## src/rtl/ram_port_arbiter.sv

```systemverilog
// Round-robin arbiter and command sequencer placing two fabric clients on one
// 2048 x 32 RAM block: registered strobes, tagged read return, idle power-down.
module ram_port_arbiter #(
  parameter int unsigned RD_LATENCY  = 1,
  parameter int unsigned IDLE_CYCLES = 16
) (
  input  logic        clk,
  input  logic        rst,
  input  logic        req_a,
  input  logic        req_b,
  input  logic        we_a,
  input  logic        we_b,
  input  logic [10:0] addr_a,
  input  logic [10:0] addr_b,
  input  logic [31:0] wdata_a,
  input  logic [31:0] wdata_b,
  output logic        gnt_a,
  output logic        gnt_b,
  output logic        rvalid_a,
  output logic        rvalid_b,
  output logic [31:0] rdata,
  output logic        ram_ren,
  output logic        ram_wen,
  output logic [10:0] ram_raddr,
  output logic [10:0] ram_waddr,
  output logic [31:0] ram_wdata,
  input  logic [31:0] ram_rdata,
  output logic        ram_powerdn
);

  localparam int unsigned TAG_DEPTH = RD_LATENCY + 1;
  localparam logic [7:0]  IDLE_M1   = 8'(IDLE_CYCLES - 1);
  localparam bit          PD_ENABLE = (IDLE_CYCLES != 0);

  typedef enum logic {
    OWN_A = 1'b0,
    OWN_B = 1'b1
  } owner_e;

  typedef struct packed {
    logic   valid;
    owner_e owner;
  } tag_t;

  owner_e      last_q, last_d;
  logic        ren_q, ren_d;
  logic        wen_q, wen_d;
  logic [10:0] raddr_q, raddr_d;
  logic [10:0] waddr_q, waddr_d;
  logic [31:0] wdata_q, wdata_d;
  tag_t        tag_q [TAG_DEPTH];
  tag_t        tag_d [TAG_DEPTH];
  logic [7:0]  cnt_q, cnt_d;
  logic        pd_q, pd_d;

  logic        pick_b;
  logic        gnt_en;
  logic        any_gnt;
  logic        any_req;
  logic        pipe_busy;
  logic        sel_we;
  logic [10:0] sel_addr;
  logic [31:0] sel_wdata;

  // Under contention the requester that did not win last time goes next.
  always_comb begin
    if (req_a && req_b) begin
      pick_b = (last_q == OWN_A);
    end else begin
      pick_b = req_b;
    end
  end

  assign gnt_en    = !rst && !pd_q;
  assign gnt_a     = gnt_en && req_a && !pick_b;
  assign gnt_b     = gnt_en && req_b && pick_b;
  assign any_gnt   = gnt_a || gnt_b;
  assign any_req   = req_a || req_b;
  assign sel_we    = pick_b ? we_b    : we_a;
  assign sel_addr  = pick_b ? addr_b  : addr_a;
  assign sel_wdata = pick_b ? wdata_b : wdata_a;

  always_comb begin
    pipe_busy = 1'b0;
    for (int i = 0; i < TAG_DEPTH; i++) begin
      pipe_busy = pipe_busy | tag_q[i].valid;
    end
  end

  // NOTE: every output of this block gets a default first, so no path leaves
  // a signal unassigned and no latch is inferred.
  always_comb begin
    last_d  = last_q;
    ren_d   = 1'b0;
    wen_d   = 1'b0;
    raddr_d = raddr_q;
    waddr_d = waddr_q;
    wdata_d = wdata_q;
    if (any_gnt) begin
      last_d = pick_b ? OWN_B : OWN_A;
      if (sel_we) begin
        wen_d   = 1'b1;
        waddr_d = sel_addr;
        wdata_d = sel_wdata;
      end else begin
        ren_d   = 1'b1;
        raddr_d = sel_addr;
      end
    end
  end

  always_comb begin
    tag_d[0].valid = any_gnt && !sel_we;
    tag_d[0].owner = pick_b ? OWN_B : OWN_A;
    for (int i = 1; i < TAG_DEPTH; i++) begin
      tag_d[i] = tag_q[i-1];
    end
  end

  // The counter saturates so a long idle stretch cannot wrap and re-trigger.
  always_comb begin
    cnt_d = cnt_q;
    pd_d  = pd_q;
    if (any_req || pipe_busy) begin
      cnt_d = 8'd0;
    end else if (cnt_q != 8'hFF) begin
      cnt_d = cnt_q + 8'd1;
    end
    if (pd_q && any_req) begin
      pd_d = 1'b0;
    end else if (PD_ENABLE && !any_req && !pipe_busy && cnt_q == IDLE_M1) begin
      pd_d = 1'b1;
    end
  end

  // NOTE: state registers use non-blocking assignments so every flop samples
  // the pre-edge values regardless of statement order.
  always_ff @(posedge clk or posedge rst) begin
    if (rst) begin
      last_q  <= OWN_B;
      ren_q   <= 1'b0;
      wen_q   <= 1'b0;
      raddr_q <= '0;
      waddr_q <= '0;
      wdata_q <= '0;
      cnt_q   <= '0;
      pd_q    <= 1'b0;
      // NOTE: the tag pipe is control state, not storage, so it is reset;
      // that is what drops reads in flight when reset hits mid-operation.
      for (int i = 0; i < TAG_DEPTH; i++) begin
        tag_q[i] <= '0;
      end
    end else begin
      last_q  <= last_d;
      ren_q   <= ren_d;
      wen_q   <= wen_d;
      raddr_q <= raddr_d;
      waddr_q <= waddr_d;
      wdata_q <= wdata_d;
      cnt_q   <= cnt_d;
      pd_q    <= pd_d;
      for (int i = 0; i < TAG_DEPTH; i++) begin
        tag_q[i] <= tag_d[i];
      end
    end
  end

  assign ram_ren     = ren_q;
  assign ram_wen     = wen_q;
  assign ram_raddr   = raddr_q;
  assign ram_waddr   = waddr_q;
  assign ram_wdata   = wdata_q;
  assign ram_powerdn = pd_q;

  // The oldest tag lines up with RDATA from the read it was loaded for.
  assign rvalid_a = tag_q[RD_LATENCY].valid && (tag_q[RD_LATENCY].owner == OWN_A);
  assign rvalid_b = tag_q[RD_LATENCY].valid && (tag_q[RD_LATENCY].owner == OWN_B);
  assign rdata    = ram_rdata;

endmodule
```

## config.mk

```make
export PLATFORM = sky130hd
export DESIGN_NAME = ram_port_arbiter
export DESIGN_NICKNAME = d
export VERILOG_FILES = /design/src/rtl/ram_port_arbiter.sv
export SDC_FILE = /design/constraint.sdc
export NUM_CORES = 1
export LEC_CHECK = 0
export CAP_MARGIN = 20
export CELL_PAD_IN_SITES_DETAIL_PLACEMENT = 1
export CELL_PAD_IN_SITES_GLOBAL_PLACEMENT = 1
export CORE_MARGIN = 5
export CORE_UTILIZATION = 25
export CTS_BUF_LIST = sky130_fd_sc_hd__clkbuf_8 sky130_fd_sc_hd__clkbuf_16
export CTS_CLUSTER_SIZE = 24
export DETAILED_ROUTE_END_ITERATION = 6
export PLACE_DENSITY_LB_ADDON = 0.1
export SYNTH_ARGS = -nofsm -noshare
export SYNTH_HDL_FRONTEND = slang
export SYNTH_SLANG_ARGS = --single-unit
```

## constraint.sdc

```tcl
create_clock -name clk -period 2.3 [get_ports clk]
set_input_delay 0.46 -clock clk [delete_from_list [all_inputs] [get_ports clk]]
set_output_delay 0.46 -clock clk [all_outputs]
set_load 0.03 [all_outputs]
```

== After elaboration in Yosys (flattened, before gate mapping) ==
Cells that the tools add are included.

* Flip-flop bits (word level): 70
* Output and inout port bits: 93
* Word-level logic and storage cells: 57

* Add/subtract/negate cells: 1
* Equality and inequality tests: 2
* Mux-type cells: 13
* Bitwise logic cells: 4
* Reductions and logical operators: 25

{| class="wikitable"
|+ Operators by type and width
! kind !! count
|-
| 32-bit 2-to-1 mux || 1
|-
| 8-bit 2-to-1 mux || 2
|-
| 1-bit logical AND || 12
|-
| 11-bit 2-to-1 mux || 1
|-
| 1-bit 2-to-1 mux || 9
|-
| 8-bit by 1-bit adder with 8-bit output (second input constant) || 1
|-
| 8-bit by 4-bit equality test with 1-bit output (second input constant) || 1
|-
| 8-bit != test (second input constant) || 1
|-
| 1-bit logical NOT || 6
|-
| 2-bit AND reduction || 2
|-
| 2-bit nonzero test || 2
|-
| 1-bit logical OR || 3
|-
| 1-bit NOT || 3
|-
| 1-bit OR || 1
|}

== Longest topological paths before layout ==
Gate-level depths: netlist of run 1.

* Word-level depth: 6
* Depth in mapped cells: 6
* Mapped depth without buffers: 5

== Worst setup path before layout of run 1 ==
Ideal clock, no wire load.

* Path kind: register to register
* Start: register pd_q, in the netlist ram_powerdn
* End: register wdata_q[10], in the netlist ram_wdata[10]
* Setup time: 125 ps
* Arrival: 1,747 ps
* Setup slack: 428 ps
* Cell stages (with the launch flop): 7
* Path through: dfrtp_1 -> nor2_1 -> and3_4 -> a22o_1 -> buf_6 -> buf_6 -> mux2_4

* Word-level cells in the longest chain between the ends: 6
* Elaborated cells between the ends (all ways): 8

{| class="wikitable"
|+ RTL lines
! what !! line !! RTL
|-
| start, declared || 54 || <nowiki>logic pd_q, pd_d;</nowiki>
|-
| start signal, assigned || 161 || <nowiki>pd_q <= pd_d;</nowiki>
|-
| 1-bit logical NOT || 74 || <nowiki>assign gnt_en = !rst && !pd_q;</nowiki>
|-
| 1-bit logical AND || 74 ||
|-
| 1-bit logical AND (2 in series) || 75 || <nowiki>assign gnt_a = gnt_en && req_a && !pick_b;</nowiki>
|-
| named net gnt_a || 17 || <nowiki>output logic gnt_a,</nowiki>
|-
| 1-bit logical OR || 77 || <nowiki>assign any_gnt = gnt_a || gnt_b;</nowiki>
|-
| 2-bit AND reduction (no line) || n/a ||
|-
| end signal, assigned || 159 || <nowiki>wdata_q <= wdata_d;</nowiki>
|-
| end, declared || 50 || <nowiki>logic [31:0] wdata_q, wdata_d;</nowiki>
|}

The timed path passes the listed nets, and every way through them passes these cells.
A chain may end at the register's enable or synchronous reset.

== Worst setup path after layout of run 1 ==
* Start: input port req_b
* End: output port gnt_b

* Word-level cells in the longest chain between the ends: 3
* Elaborated cells between the ends (all ways): 4

{| class="wikitable"
|+ RTL lines
! what !! line !! RTL
|-
| start, declared || 10 || <nowiki>input logic req_b,</nowiki>
|-
| 1-bit logical AND || 67 || <nowiki>if (req_a && req_b) begin</nowiki>
|-
| 1-bit 2-to-1 mux || 67 ||
|-
| 1-bit logical AND (*) || 76 || <nowiki>assign gnt_b = gnt_en && req_b && pick_b;</nowiki>
|-
| end, declared || 18 || <nowiki>output logic gnt_b,</nowiki>
|}

Every way passes the cells marked *; elsewhere a longest branch is shown, timed or not.

==> flow_summary.rst, run 1 <==
.. list-table::
   :header-rows: 1

   * - Metric
     - Value
   * - Result of the run
     - complete, no violations
   * - Start point of the critical path
     - req_b
   * - Max-slew headroom
     - between 60% and 70%
   * - Worst-case clock buffer depth
     - 2
   * - Most common cell after layout, fill and taps aside
     - sky130_fd_sc_hd__clkdlybuf4s50_1
   * - # DRC
     - 0
   * - Transition time at the pin with the least slew margin
     - 0.514 ns
   * - Crit Reg-Reg Startpoint
     - last_q
   * - CP endpoint kind
     - output pin
   * - Total negative slack for setup checks
     - 0 ns
   * - DRT Wirelength
     - between 10000 and 15000 um
   * - Cells after synthesis
     - around 290
   * - Worst-Skew Late Latency
     - roughly 0.32 ns
   * - Routed via count divided by cell count
     - around 4.2
   * - Routability congestion estimate from global placement
     - just over 0.7
   * - Register area share after synthesis
     - a little under half
   * - Global-route wire length before repair
     - 15900 um
   * - Global-route congestion overflow total
     - 0
   * - Area of the core
     - around 14000 um2
   * - Static leakage
     - ~2.4 nW
   * - Startpoint kind of the worst setup timing path
     - input port
   * - Clock slew at reported path FFs
     - around 0.06 ns
   * - Largest net degree at the start of global routing
     - 38
   * - Commonest non-fill, non-tap cells in the layout
     - sky130_fd_sc_hd__clkdlybuf4s50_1, sky130_fd_sc_hd__dfrtp_1, sky130_fd_sc_hd__mux2i_1, sky130_fd_sc_hd__mux2_2
   * - Syn nets
     - a little over 400
   * - Routed Antenna Nets
     - 0
   * - Power density normalized to cell area
     - between 900 and 1000 nW/um2
   * - Unrepaired setup endpoints after global routing
     - no
   * - CTS tree
     - yes
   * - Clock sink total
     - 69
   * - Cell area after synthesis
     - 3620 um2
   * - Type of the worst setup path
     - input port to output pin
   * - Diode insertion count for antenna repair
     - 0
   * - Filler cell count in the final layout
     - 1533
   * - Io pins
     - ~220
   * - DR iter-0 viols
     - 57
   * - Proportion of layout cells with a drive suffix above 1
     - a little under a quarter
   * - Hold slack final
     - approximately 0.35 ns
   * - Cts bufs inserted
     - 9
   * - Post-layout minimum cycle time
     - 2.02 ns
   * - Final setup margin
     - 0.279 ns
   * - Post-CTS Setup Bufs
     - 0
   * - Worst EP required
     - approximately 1.8 ns
   * - Layout Utilization
     - 38.7%
   * - Post-Syn Area per Cell
     - 12.7 um2
   * - Worst clock skew on the final layout
     - ~0.0057 ns
   * - Total Die Area
     - around 17000 um2
   * - Initial core utilization
     - 25.2%
   * - Kind of path behind the tightest hold check
     - register to register
   * - HPWL Detailed
     - ~7600 um
   * - Maximum capacitance violations
     - 0
   * - H-tree level count
     - 3
   * - Initial antenna violation count
     - 0
   * - Vias in the first global route
     - around 3100
   * - Final layout net count
     - about 540
   * - Register Area
     - approximately 1700 um2
   * - Combined area of the multi-input logic cells
     - between 1000 and 1500 um2
   * - PortBufs
     - between 150 and 200
   * - Global router's overall resource usage
     - ~12%
   * - Placement Cell Area
     - 5240 um2
   * - Via count
     - 2567
   * - Yosys warning count
     - 0
   * - Routed len/inst
     - roughly 17 um
   * - Final setup violation count
     - 0
   * - Area grow syn2layout
     - 53.8%
   * - Maximum fanout along the worst path
     - 3
   * - Number of flip-flops and latches in the synthesized netlist
     - 69
   * - Finished layout cell area
     - between 5000 and 6000 um2
   * - Fin. max-slew vios
     - 0
   * - Pre-CTS setup slack
     - -0.0190 ns
   * - Count of endpoints failing hold in the final timing report
     - 0
   * - Site row count
     - 44
   * - Die X-Extent
     - about 130 um
   * - Worst vdd ir
     - a little over 0.4 mV
   * - Root Buffer
     - sky130_fd_sc_hd__clkbuf_16
   * - Maximum achievable frequency
     - slightly below 500 MHz
   * - Quantity of hold-fixing buffers added after cts
     - 0
   * - Number of detailed-route iterations in the first pass
     - 3
   * - Resize count post-CTS
     - 0
   * - Die extent in y
     - 130 um
   * - Count of unique library cells instantiated by Yosys
     - 34
   * - Startpoint of the most critical hold path
     - tag_d[0]
   * - Arrival time worst endpoint
     - ~1.6 ns
   * - Ratio of final minimum period to clock period
     - 87.9%
[sequential cells by signal, summed over array words and instances (netlist names), 2 cells and up]
signal and flops:
ram_wdata 32, ram_waddr 11, cnt_q 8, tag_q 2
ram_raddr 11
[critical path, stage by stage]
cell                              delay (ns)
sky130_fd_sc_hd__clkdlybuf4s50_1        0.52
sky130_fd_sc_hd__a21boi_4               0.24
sky130_fd_sc_hd__and2_4                 0.18
sky130_fd_sc_hd__buf_4                  0.16
[kinds of logic after synthesis]
kind of cell | synth area share (%)
multiplexers | 32.5
adder cells (fa/ha/maj) | 0.346
AO/OA/AOI/OAI | 2.70
XOR/XNOR | 0.484
flip-flops | 47.8
AND/OR/NAND/NOR | 4.29
buffers and inverters | 11.9
[synth_stat cells]
library cell | instances | area share, %
sky130_fd_sc_hd__a211oi_1 | 2 | 0.41
sky130_fd_sc_hd__a21boi_4 | 1 | 0.52
sky130_fd_sc_hd__a21oi_1 | 2 | 0.28
sky130_fd_sc_hd__a22o_1 | 1 | 0.24
sky130_fd_sc_hd__a22oi_1 | 1 | 0.21
sky130_fd_sc_hd__a311oi_1 | 1 | 0.24
sky130_fd_sc_hd__a31oi_1 | 1 | 0.17
sky130_fd_sc_hd__and2_1 | 1 | 0.17
sky130_fd_sc_hd__and2_4 | 1 | 0.24
sky130_fd_sc_hd__and3_4 | 1 | 0.31
sky130_fd_sc_hd__buf_4 | 36 | 7.5
sky130_fd_sc_hd__buf_6 | 4 | 1.2
sky130_fd_sc_hd__clkbuf_1 | 2 | 0.21
sky130_fd_sc_hd__dfrtp_1 | 68 | 47
sky130_fd_sc_hd__dfstp_2 | 1 | 0.73
sky130_fd_sc_hd__ha_1 | 1 | 0.35
sky130_fd_sc_hd__inv_1 | 29 | 3.0
sky130_fd_sc_hd__mux2_1 | 4 | 1.2
sky130_fd_sc_hd__mux2_2 | 32 | 10
sky130_fd_sc_hd__mux2_4 | 28 | 12
sky130_fd_sc_hd__mux2i_1 | 35 | 9.7
sky130_fd_sc_hd__nand2_1 | 6 | 0.62
sky130_fd_sc_hd__nand2b_1 | 1 | 0.17
sky130_fd_sc_hd__nand3_1 | 3 | 0.41
sky130_fd_sc_hd__nand4_1 | 1 | 0.17
sky130_fd_sc_hd__nor2_1 | 13 | 1.3
sky130_fd_sc_hd__nor2b_1 | 1 | 0.17
sky130_fd_sc_hd__nor3_1 | 2 | 0.28
sky130_fd_sc_hd__nor4_1 | 1 | 0.17
sky130_fd_sc_hd__o2111ai_1 | 1 | 0.24
sky130_fd_sc_hd__o21ai_0 | 1 | 0.14
sky130_fd_sc_hd__o41ai_1 | 1 | 0.24
sky130_fd_sc_hd__or4_1 | 1 | 0.21
sky130_fd_sc_hd__xor2_1 | 2 | 0.48
[layer usage]
metal  GRT usage [%]  vias up  wire [um]
li1                -     1202          -
met1            14.3     1271       4070
met2            20.7       84       5100
met3            4.13       10        763
met4            3.55        0        108
met5               0        -          0
[per-stage QoR]
| stage | power [mW] | std cells |
|---|---|---|
| after floorplan | 2.93 | 286 |
| after global placement | 3.77 | 592 |
| after detailed placement | 3.79 | 592 |
| after CTS | 5.36 | 608 |
| after global routing | 5.53 | 608 |
| final | 5.24 | 608 |
[worst paths after layout]
| path | end | slack (ns) | cells past startpoint |
|---|---|---|---|
| max in group asynchronous | last_q | 1.19 | 3 |
| min | tag_q[0] | 0.35 | 0 |
| max | gnt_b | 0.28 | 4 |
| min reg2reg | tag_q[0] | 0.35 | 0 |
| max reg2reg | ram_wdata[27] | 0.53 | 5 |
| min in group asynchronous | cnt_q[6] | 0.53 | 2 |
[area by class of cell]
| class | count | area share [%] |
|---|---|---|
| tap | 184 | 4.14 |
| timing repair buffer | 164 | 30.7 |
| clock buffer | 10 | 4.30 |
| sequential | 69 | 31.1 |
| multi-input combinational | 146 | 26.3 |
| inverter | 29 | 1.96 |
| clock inverter | 6 | 1.55 |
[where the power goes]
| group | leakage [nW] | internal (mW) | switching, mW | total (mW) |
|---|---|---|---|---|
| registers | 0.830 | 1.52 | 0.174 | 1.69 |
| clock network | 0.158 | 0.977 | 0.529 | 1.51 |
| logic | 1.44 | 1.02 | 1.02 | 2.04 |
| total | 2.43 | 3.51 | 1.73 | 5.24 |
Note: power is estimated with default switching activity, not from simulation.
==> run 2: changes to the inputs <==
Settings changed: SLEW_MARGIN set to 10.
==> results of run 2 <==
Final layout, timing and power as in run 1 (identical DEF).
